File: config.mk
export PLATFORM = sky130hd
export DESIGN_NAME = io_load_sequencer
export DESIGN_NICKNAME = d
export VERILOG_FILES = /design/src/rtl/io_load_sequencer.sv
export SDC_FILE = /design/constraint.sdc
export NUM_CORES = 1
export LEC_CHECK = 0
export ABC_AREA = 1
export BUFFER_PORTS_ARGS = -buffer_cell sky130_fd_sc_hd__buf_2
export CORE_ASPECT_RATIO = 1.5
export CORE_MARGIN = 2
export CORE_UTILIZATION = 59
export CTS_BUF_LIST = sky130_fd_sc_hd__clkbuf_16
export DETAILED_ROUTE_END_ITERATION = 8
export PLACE_DENSITY = 0.83
export SYNTH_ARGS = -nofsm -noshare
export SYNTH_HDL_FRONTEND = slang
export SYNTH_SLANG_ARGS = --single-unit
File: constraint.sdc
create_clock -name clk -period 2.5 [get_ports clk]
set_input_delay 0.125 -clock clk [delete_from_list [all_inputs] [get_ports clk]]
set_output_delay 0.125 -clock clk [all_outputs]
set_load 0.02 [all_outputs]
File: src/rtl/io_load_sequencer.sv
// Load-path sequencer: per word waits for the host interrupt, optionally routes the
// word through the decompressor, then issues a DMA write to base + word index.
module io_load_sequencer #(
  parameter int unsigned       ADDR_W   = 16,
  parameter logic [ADDR_W-1:0] IMG_BASE = ADDR_W'(16'h0000),
  parameter logic [ADDR_W-1:0] FLT_BASE = ADDR_W'(16'h8000),
  parameter int unsigned       TIMEOUT  = 1024
) (
  input  logic              clk,
  input  logic              rst_n,
  input  logic              load,
  input  logic              cnn_img,
  input  logic              interrupt,
  input  logic [ADDR_W-1:0] word_count,
  input  logic              decompressor_done,
  input  logic              dma_done,
  output logic              io_interface_en,
  output logic              decompressor_en,
  output logic              dma_enable,
  output logic [ADDR_W-1:0] dma_addr,
  output logic              busy,
  output logic              done,
  output logic              error
);

  localparam int unsigned      TMR_W     = $clog2(TIMEOUT + 1);
  localparam logic [TMR_W-1:0] TMR_LIMIT = TMR_W'(TIMEOUT);

  typedef enum logic [2:0] {
    S_IDLE,
    S_WAIT_INT,
    S_DECOMP,
    S_DMA,
    S_DONE
  } state_t;

  state_t            state_q, state_d;
  logic              load_q;
  logic              mode_q, mode_d;
  logic [ADDR_W-1:0] cnt_q, cnt_d;
  logic [ADDR_W-1:0] base_q, base_d;
  logic [ADDR_W-1:0] idx_q, idx_d;
  logic [TMR_W-1:0]  timer_q, timer_d;
  logic              error_q, error_d;
  logic [ADDR_W-1:0] addr_q, addr_d;
  logic              io_en_q, dec_en_q, dma_en_q, busy_q, done_q;

  logic              start;
  logic              last_word;
  logic              timed_out;
  logic [TMR_W-1:0]  timer_inc;
  logic [ADDR_W-1:0] slot_addr;

  assign start     = load & ~load_q;
  assign last_word = (idx_q == cnt_q - ADDR_W'(1));
  assign timer_inc = timer_q + TMR_W'(1);
  assign timed_out = (timer_inc == TMR_LIMIT);
  assign slot_addr = base_q + idx_q;

  // Next-state and session bookkeeping; abort (load low) outranks every event.
  always_comb begin
    state_d = state_q;
    mode_d  = mode_q;
    cnt_d   = cnt_q;
    base_d  = base_q;
    idx_d   = idx_q;
    timer_d = timer_q;
    error_d = error_q;
    addr_d  = addr_q;
    case (state_q)
      S_IDLE: begin
        if (start) begin
          mode_d  = cnn_img;
          cnt_d   = word_count;
          base_d  = cnn_img ? IMG_BASE : FLT_BASE;
          idx_d   = '0;
          error_d = 1'b0;
          state_d = (word_count == '0) ? S_DONE : S_WAIT_INT;
        end
      end
      S_WAIT_INT: begin
        if (!load) begin
          state_d = S_IDLE;
        end else if (interrupt) begin
          timer_d = '0;
          if (mode_q) begin
            state_d = S_DECOMP;
          end else begin
            state_d = S_DMA;
            addr_d  = slot_addr;
          end
        end
      end
      S_DECOMP: begin
        if (!load) begin
          state_d = S_IDLE;
        end else begin
          if (interrupt) error_d = 1'b1;
          if (decompressor_done) begin
            state_d = S_DMA;
            timer_d = '0;
            addr_d  = slot_addr;
          end else if (timed_out) begin
            error_d = 1'b1;
            state_d = S_IDLE;
          end else begin
            timer_d = timer_inc;
          end
        end
      end
      S_DMA: begin
        if (!load) begin
          state_d = S_IDLE;
        end else begin
          if (interrupt) error_d = 1'b1;
          if (dma_done) begin
            if (last_word) begin
              state_d = S_DONE;
            end else begin
              idx_d   = idx_q + ADDR_W'(1);
              state_d = S_WAIT_INT;
            end
          end else if (timed_out) begin
            error_d = 1'b1;
            state_d = S_IDLE;
          end else begin
            timer_d = timer_inc;
          end
        end
      end
      S_DONE:  state_d = S_IDLE;
      default: state_d = S_IDLE;
    endcase
  end

  // load_q keeps tracking load through reset so a level held across reset is not a new start.
  always_ff @(posedge clk) begin
    load_q <= load;
  end

  // State register with outputs decoded from the next state, so they track the state they belong to.
  always_ff @(posedge clk) begin
    if (!rst_n) begin
      state_q  <= S_IDLE;
      mode_q   <= 1'b0;
      cnt_q    <= '0;
      base_q   <= '0;
      idx_q    <= '0;
      timer_q  <= '0;
      error_q  <= 1'b0;
      addr_q   <= '0;
      io_en_q  <= 1'b0;
      dec_en_q <= 1'b0;
      dma_en_q <= 1'b0;
      busy_q   <= 1'b0;
      done_q   <= 1'b0;
    end else begin
      state_q  <= state_d;
      mode_q   <= mode_d;
      cnt_q    <= cnt_d;
      base_q   <= base_d;
      idx_q    <= idx_d;
      timer_q  <= timer_d;
      error_q  <= error_d;
      addr_q   <= addr_d;
      io_en_q  <= (state_d == S_WAIT_INT);
      dec_en_q <= (state_d == S_DECOMP);
      dma_en_q <= (state_d == S_DMA);
      busy_q   <= (state_d != S_IDLE);
      done_q   <= (state_d == S_DONE);
    end
  end

  assign io_interface_en = io_en_q;
  assign decompressor_en = dec_en_q;
  assign dma_enable      = dma_en_q;
  assign dma_addr        = addr_q;
  assign busy            = busy_q;
  assign done            = done_q;
  assign error           = error_q;

endmodule
==> results of run 1 <==
==> per-stage QoR <==
| stage | area (µm²) | hold slack [ns] | worst slack, ns | power (µW) | util |
|---|---|---|---|---|---|
| after floorplan | 4160 | 0.153 | 0.584 | 1680 | - |
| after global placement | 4420 | 0.297 | 0.395 | 1800 | 0.645 |
| after detailed placement | 4420 | 0.305 | 0.284 | 1820 | 0.645 |
| after CTS | 4720 | 0.0333 | 0.181 | 3060 | 0.688 |
| after global routing | 4730 | 0.0486 | 0.00916 | 3210 | 0.690 |
| final | 4730 | 0.0330 | 0.201 | 3060 | 0.690 |
==> layout by cell type, fill, tap and decap left out, drive strengths merged, types with 9 or more instances in the layout <==
cell type / n
a21oi: 47
buf: 48
clkbuf: 9
dfxtp: 71
inv: 59
nand2: 149
nand3: 43
nand3b: 10
nor2: 122
o21ai: 45
xor2: 22
==> final cells by class <==
cell class / instances / area share
Timing Repair Buffer: 49 / 0.0550
Inverter: 61 / 0.0484
Multi-Input combinational cell: 477 / 0.515
Sequential cell: 71 / 0.301
Tap cell: 78 / 0.0206
Clock inverter: 6 / 0.0130
Clock buffer: 9 / 0.0476
==> final timing paths <==
| kind | startpoint | endpoint | slack (ns) | cells after the start |
|---|---|---|---|---|
| min | word_count[9] | cnt_q[9]$_SDFFE_PN0P_ | 0.03 | 3 |
| min reg2reg | dma_addr[12]$_SDFFE_PN0P_ | dma_addr[12]$_SDFFE_PN0P_ | 0.48 | 2 |
| max | cnt_q[0]$_SDFFE_PN0P_ | busy$_SDFF_PN0_ | 0.20 | 14 |
| max reg2reg | cnt_q[0]$_SDFFE_PN0P_ | busy$_SDFF_PN0_ | 0.20 | 14 |
==> worst max-delay path: cells and delay by family, from the launching register on <==
family,cells,cell delay (ns)
and+or+nand+nor,11,1.33
DFF,1,0.31
adders and majority gates,1,0.21
xor gates and xnor gates,1,0.21
buffers and inverters,1,0.09
==> power by group through the flow <==
stage          logic (µW)  clock network, µW  registers [µW]
5_1_grt               639               1320            1250
2_1_floorplan         392                  0            1280
3_5_place_dp          550                  0            1270
3_3_place_gp          536                  0            1260
6_report              568               1250            1240
4_1_cts               557               1260            1240
==> per-layer routing <==
| layer | global-route usage | vias to the layer above |
|---|---|---|
| met5 | 0 | - |
| met4 | 0.183 | 0 |
| met3 | 0.0771 | 51 |
| met2 | 0.525 | 188 |
| met1 | 0.313 | 1899 |
| li1 | - | 2098 |
==> cell families after synthesis <==
family / after synthesis / share of synthesized area
and+or+nand+nor: 346 / 0.374
AOI/OAI and AO/OA: 98 / 0.134
buffers and inverters: 79 / 0.0764
DFF: 71 / 0.342
xor gates and xnor gates: 30 / 0.0649
adders and majority gates: 3 / 0.00902
==> sequential cells by signal, indices dropped and copies added (netlist names) <==
signal and flops:
dma_addr 16, mode_q 1, timer_q 11, idx_q 16
busy 1, decompressor_en 1, state_q 3, dma_enable 1
base_q 1, error 1, load_q 1, io_interface_en 1
cnt_q 16, done 1
==> what timing repair did <==
action,CTS,global route
endpoints found under the setup margin,0,5
hold buffers,1,0
gates resized for setup,0,2
endpoints found under the hold margin,1,0
setup buffers,0,0
==> results.yml, run 1 <==
outcome:
  status: "complete, no violations"
cts:
  clk_latency_ns: 0.34
  clk_pin_slew_ns: 0.06
  cts_htree_levels: 3
  clk_path_buf_depth: 2
  cts_tree: "yes"
  cts-root-buf: "clkbuf_16"
  numCtsBuffers: 9
  clkSinkCount: 71
logic_synthesis:
  yosysWarnings: 0
  synth_edf_count: 0
  netlist_area_um2: 4160
  yosys.cell_count.top_type: "nand2_1"
  synth-seq-area-share: 0.342
  ys_seq_elements: 71
  yosys-top-cells-area: "dfxtp_1, nand2_1, nor2_1"
  netlist_instances: 627
  synth_top_area_cell: "dfxtp_1"
  synth_area_per_cell_um2: 6.64
  synth_nets: 653
  yosysTopAreaCellShare: 0.342
  synth_cell_types: 39
  ys_top_cells_by_count: "nand2_1, nor2_1, dfxtp_1, inv_1, nand3_1"
  synth_flop_cell: "dfxtp_1"
  ys_async_sr_fraction: 0
route:
  ant_nets: 0
  top_layer_used: "met4"
  drc: 0
  wl_per_cell_um: 14.5
  route.met3.wl_um: 658
  initialDrtViolationCount: 337
  routed_wl_um: 10900
  met1_length_um: 3930
  vias_per_cell: 5.64
  route.met2.wl_um: 5660
  first_pass_iters: 5
  via_count: 4236
setup_path:
  cp-start-kind: "flip-flop"
  worstPathCellList: "inv_2 -> ha_1 -> nand2_2 -> nor2_2 -> xor2_1 -> nand2_1 -> nor2_1 -> nand3b_1 -> nor2_2 -> nand3_1 -> nand2_1 -> nand2_1 -> nand2_1 -> nand2_1"
  cp.arrival_ns: 2.53
  path_class: "reg -> reg"
  critical-path-top-cell-by-count: "nand2_1"
  cp-end-kind: "flip-flop"
  slowest_stage: "dfxtp_1"
  path_max_fanout: 7
  cp_data_required_time_ns: 2.73
  max_stage_delay_ns: 0.31
global_routing:
  grt_max_degree: 42
  antenna_found_initial: 0
  first_global_vias: 4053
  gr-total-overflow: 0
  grt_usage: 0.300
  grt_first_pass_wirelength_um: 18200
timing:
  period_share: 0.920
  rsz0062_at_grt: "no"
  setup_viol: 0
  slew_headroom: 0.279
  period_needed_ns: 2.30
  finalHoldViolations: 0
  final_max_slew_viol_count: 0
  finalSetupTns_ns: 0
  clock.fmax_ghz: 0.435
  fin_skew_ns: 0.00721
  tightest_slew_ns: 1.08
pwr:
  powerDensity_nw_per_um2: 647
  switchingPower_uw: 919
  power.internal_uw: 2140
  leakage_uw: 0.00204
  swShare: 0.300
  vdd_drop_max_mv: 0.421
  combPwrFrac: 0.186
  clock_power_share: 0.408
  seq_power_share: 0.406
die:
  initial_core_util: 0.607
  dieWidth_um: 72.6
  num_io_pins: 45
  coreArea_um2: 6850
  die_area_um2: 7750
  die_y_um: 107
  rows: 37
placement:
  place_congestion: 0.994
  port_buffers: 44
  placedCellCount: 735
  dpl.hpwl_um: 8150
cells_and_area:
  n_fill_cell: 605
  synthToLayoutAreaGrowth_pct: 13.6
  layout.cells.non_filler: 751
  drive_gt1_frac: 0.168
  diodes: 0
  multiInputGateArea_um2: 2430
  regArea_um2: 1420
  layout.nets: 695
flow_run:
  maxCapViolations: 0
hold_path:
  hold_class: "in -> reg"
Note: power is estimated with default switching activity, not from simulation.
==> run 2: changes to the inputs <==
Settings changed: ABC_AREA 1 to default, CORE_UTILIZATION 59 to 58, PLACE_DENSITY 0.83 to 0.82.
==> run 2 against run 1 <==
The flow now finishes with violations (setup timing). Area after synthesis fell by 7.9%. Flip-flop and latch count did not move. Sequential share of layout area is 2.1 points lower. Die area down 6.0%. Via count shrank 1.8%. Synthesized cell count decreased by 24%. Design area increased by 8.5%. Combinational power down 4.9%. Register-to-register slack worse by 0.72 ns. Clock skew shrank 0.00060 ns. Highest routed layer unchanged.
==> results.yml, run 2 <==
outcome:
  status: "finished with violations"
  violations: "setup timing"
route:
  vias_per_cell: 6.46
  first_pass_iters: 5
  via_count: 4161
  ant_nets: 0
  drc: 0
  initialDrtViolationCount: 542
  routed_wl_um: 12700
  wl_per_cell_um: 19.7
global_routing:
  grt_first_pass_wirelength_um: 19200
  antenna_found_initial: 0
  grt_max_degree: 43
  gr-total-overflow: 0
  first_global_vias: 4064
  grt_usage: 0.330
timing:
  period_needed_ns: 3.02
  slew_headroom: 0.585
  final_max_slew_viol_count: 0
  rsz0062_at_grt: "yes"
  layout_setup_ws_ns: -0.521
  clock.fmax_ghz: 0.331
  finalHoldViolations: 0
  tightest_slew_ns: 0.622
  setup_viol: 26
  finalSetupTns_ns: -9.51
  period_share: 1.21
  fin_skew_ns: 0.00661
die:
  num_io_pins: 45
  dieWidth_um: 70.4
  coreArea_um2: 6440
  die_y_um: 104
  rows: 36
  die_area_um2: 7290
  initial_core_util: 0.595
cells_and_area:
  n_fill_cell: 397
  final_common_cell: "nand2_1"
  layout.nets: 589
  drive_gt1_frac: 0.303
  synthToLayoutAreaGrowth_pct: 33.9
  final_util: 0.797
  final_cell_mix: "nand2_1, dfxtp_1, buf_4"
  layout.cells.non_filler: 644
  diodes: 0
cts:
  cts_tree: "yes"
  cts_htree_levels: 3
  clkSinkCount: 71
  clk_latency_ns: 0.34
  clk_pin_slew_ns: 0.06
  numCtsBuffers: 9
  clk_path_buf_depth: 2
  cts-root-buf: "clkbuf_16"
logic_synthesis:
  synth_cell_types: 59
  synth_edf_count: 0
  ys_top_cells_by_count: "nand2_1, dfxtp_1, a21boi_0, nand3_1"
  netlist_instances: 474
  synth_flop_cell: "dfxtp_1"
  synth_top_area_cell: "dfxtp_1"
  yosys-top-cells-area: "dfxtp_1, nand2_1, a21boi_0"
  yosys.cell_count.top_type: "nand2_1"
  synth_nets: 500
  yosysWarnings: 0
  yosysTopAreaCellShare: 0.371
  synth_area_per_cell_um2: 8.09
  synth-seq-area-share: 0.371
  ys_async_sr_fraction: 0
  ys_seq_elements: 71
  netlist_area_um2: 3830
flow_run:
  maxCapViolations: 0
setup_path:
  worstPathCellList: "inv_4 -> ha_4 -> or4b_4 -> buf_6 -> nand4b_1 -> xnor2_1 -> nand2b_1 -> or4_4 -> o21ai_4 -> a21boi_2 -> or3_1"
  cp-end-kind: "flip-flop"
  cp.arrival_ns: 3.24
  slowest_stage: "or4_4"
  cp_data_required_time_ns: 2.72
  path_buf_inv: 2
  path_class: "reg -> reg"
  cp-start-kind: "flip-flop"
  max_stage_delay_ns: 0.59
  crit_family: "simple AND/OR/NAND/NOR gates"
  path_max_fanout: 4
pwr:
  seq_power_share: 0.382
  total_power_uw: 3100
  vdd_drop_max_mv: 0.554
  clock_power_share: 0.444
  leakage_uw: 0.00198
  switchingPower_uw: 823
  combPwrFrac: 0.174
  swShare: 0.265
  powerDensity_nw_per_um2: 605
  power.internal_uw: 2280
placement:
  dpl.hpwl_um: 7480
  port_buffers: 44
  pre_cts_ws_ns: -0.506
  place_congestion: 0.908
  placedCellCount: 611
hold_path:
  hold_class: "in -> reg"
run 2: stage by stage:
step / instance area [µm²] / hold slack, ns
2_1_floorplan: 3910 / 0.153
3_5_place_dp: 4430 / 0.278
4_1_cts: 4970 / 0.0205
3_3_place_gp: 4430 / 0.278
6_report: 5130 / 0.0498
5_1_grt: 5130 / 0.0629
run 2: path summary, 6_finish.rpt:
kind	from	endpoint	slack [ns]	cells past startpoint
worst min register to register	dma_addr[6]$_SDFFE_PN0P_	dma_addr[6]$_SDFFE_PN0P_	0.46	2
worst max register to register	cnt_q[0]$_SDFFE_PN0P_	busy$_SDFF_PN0_	-0.52	11
worst min-delay path	word_count[5]	cnt_q[5]$_SDFFE_PN0P_	0.05	3
worst max-delay path	cnt_q[0]$_SDFFE_PN0P_	busy$_SDFF_PN0_	-0.52	11
run 2: cells by family after synthesis:
logic type	after synthesis	share of synthesized area
and+or+nand+nor	210	0.282
AOI/OAI and AO/OA	113	0.208
DFF	71	0.371
buffers and inverters	41	0.0463
xor gates and xnor gates	34	0.0777
adders and majority gates	3	0.00979
muxes	2	0.00522
run 2: worst reg2reg max path, cell delays in order, from the launching register on:
cell and delay [ns]:
dfxtp_4 0.36, inv_4 0.05, ha_4 0.11, or4b_4 0.48
buf_6 0.15, nand4b_1 0.19, xnor2_1 0.19, nand2b_1 0.12
or4_4 0.59, o21ai_4 0.18, a21boi_2 0.09, or3_1 0.37
run 2: repair_timing:
item                                   in CTS  in global routing
setup buffers                               9                  7
hold buffers                                1                  0
setup endpoints to repair                  23                 31
endpoints found under the hold margin       1                  0
resized for setup                          31                 28
pin swaps                                  17                 19
run 2: cell type report:
class / count / area (µm²) / share of cell area
Clock buffer: 9 / 225 / 0.0439
Clock inverter: 7 / 97.6 / 0.0190
Inverter: 9 / 36.3 / 0.00707
Multi-Input combinational cell: 362 / 2470 / 0.480
Sequential cell: 71 / 1430 / 0.279
Tap cell: 76 / 95.1 / 0.0185
Timing Repair Buffer: 110 / 779 / 0.152
run 2: power by group through the flow:
stage / logic, µW / registers (µW) / clock network [µW]
2_1_floorplan: 264 / 1200 / 0
3_3_place_gp: 398 / 1200 / 0
3_5_place_dp: 413 / 1200 / 0
4_1_cts: 475 / 1180 / 1370
5_1_grt: 565 / 1190 / 1430
6_report: 540 / 1180 / 1380
run 2: layer usage:
metal  vias up  wire (µm)  track usage  share of wire
li1       1886          -            -              -
met2       249       6630        0.602           0.52
met4         0        877        0.172          0.069
met5         -          0            0              0
met1      1941       4420        0.344           0.35
met3        85        788       0.0681          0.062
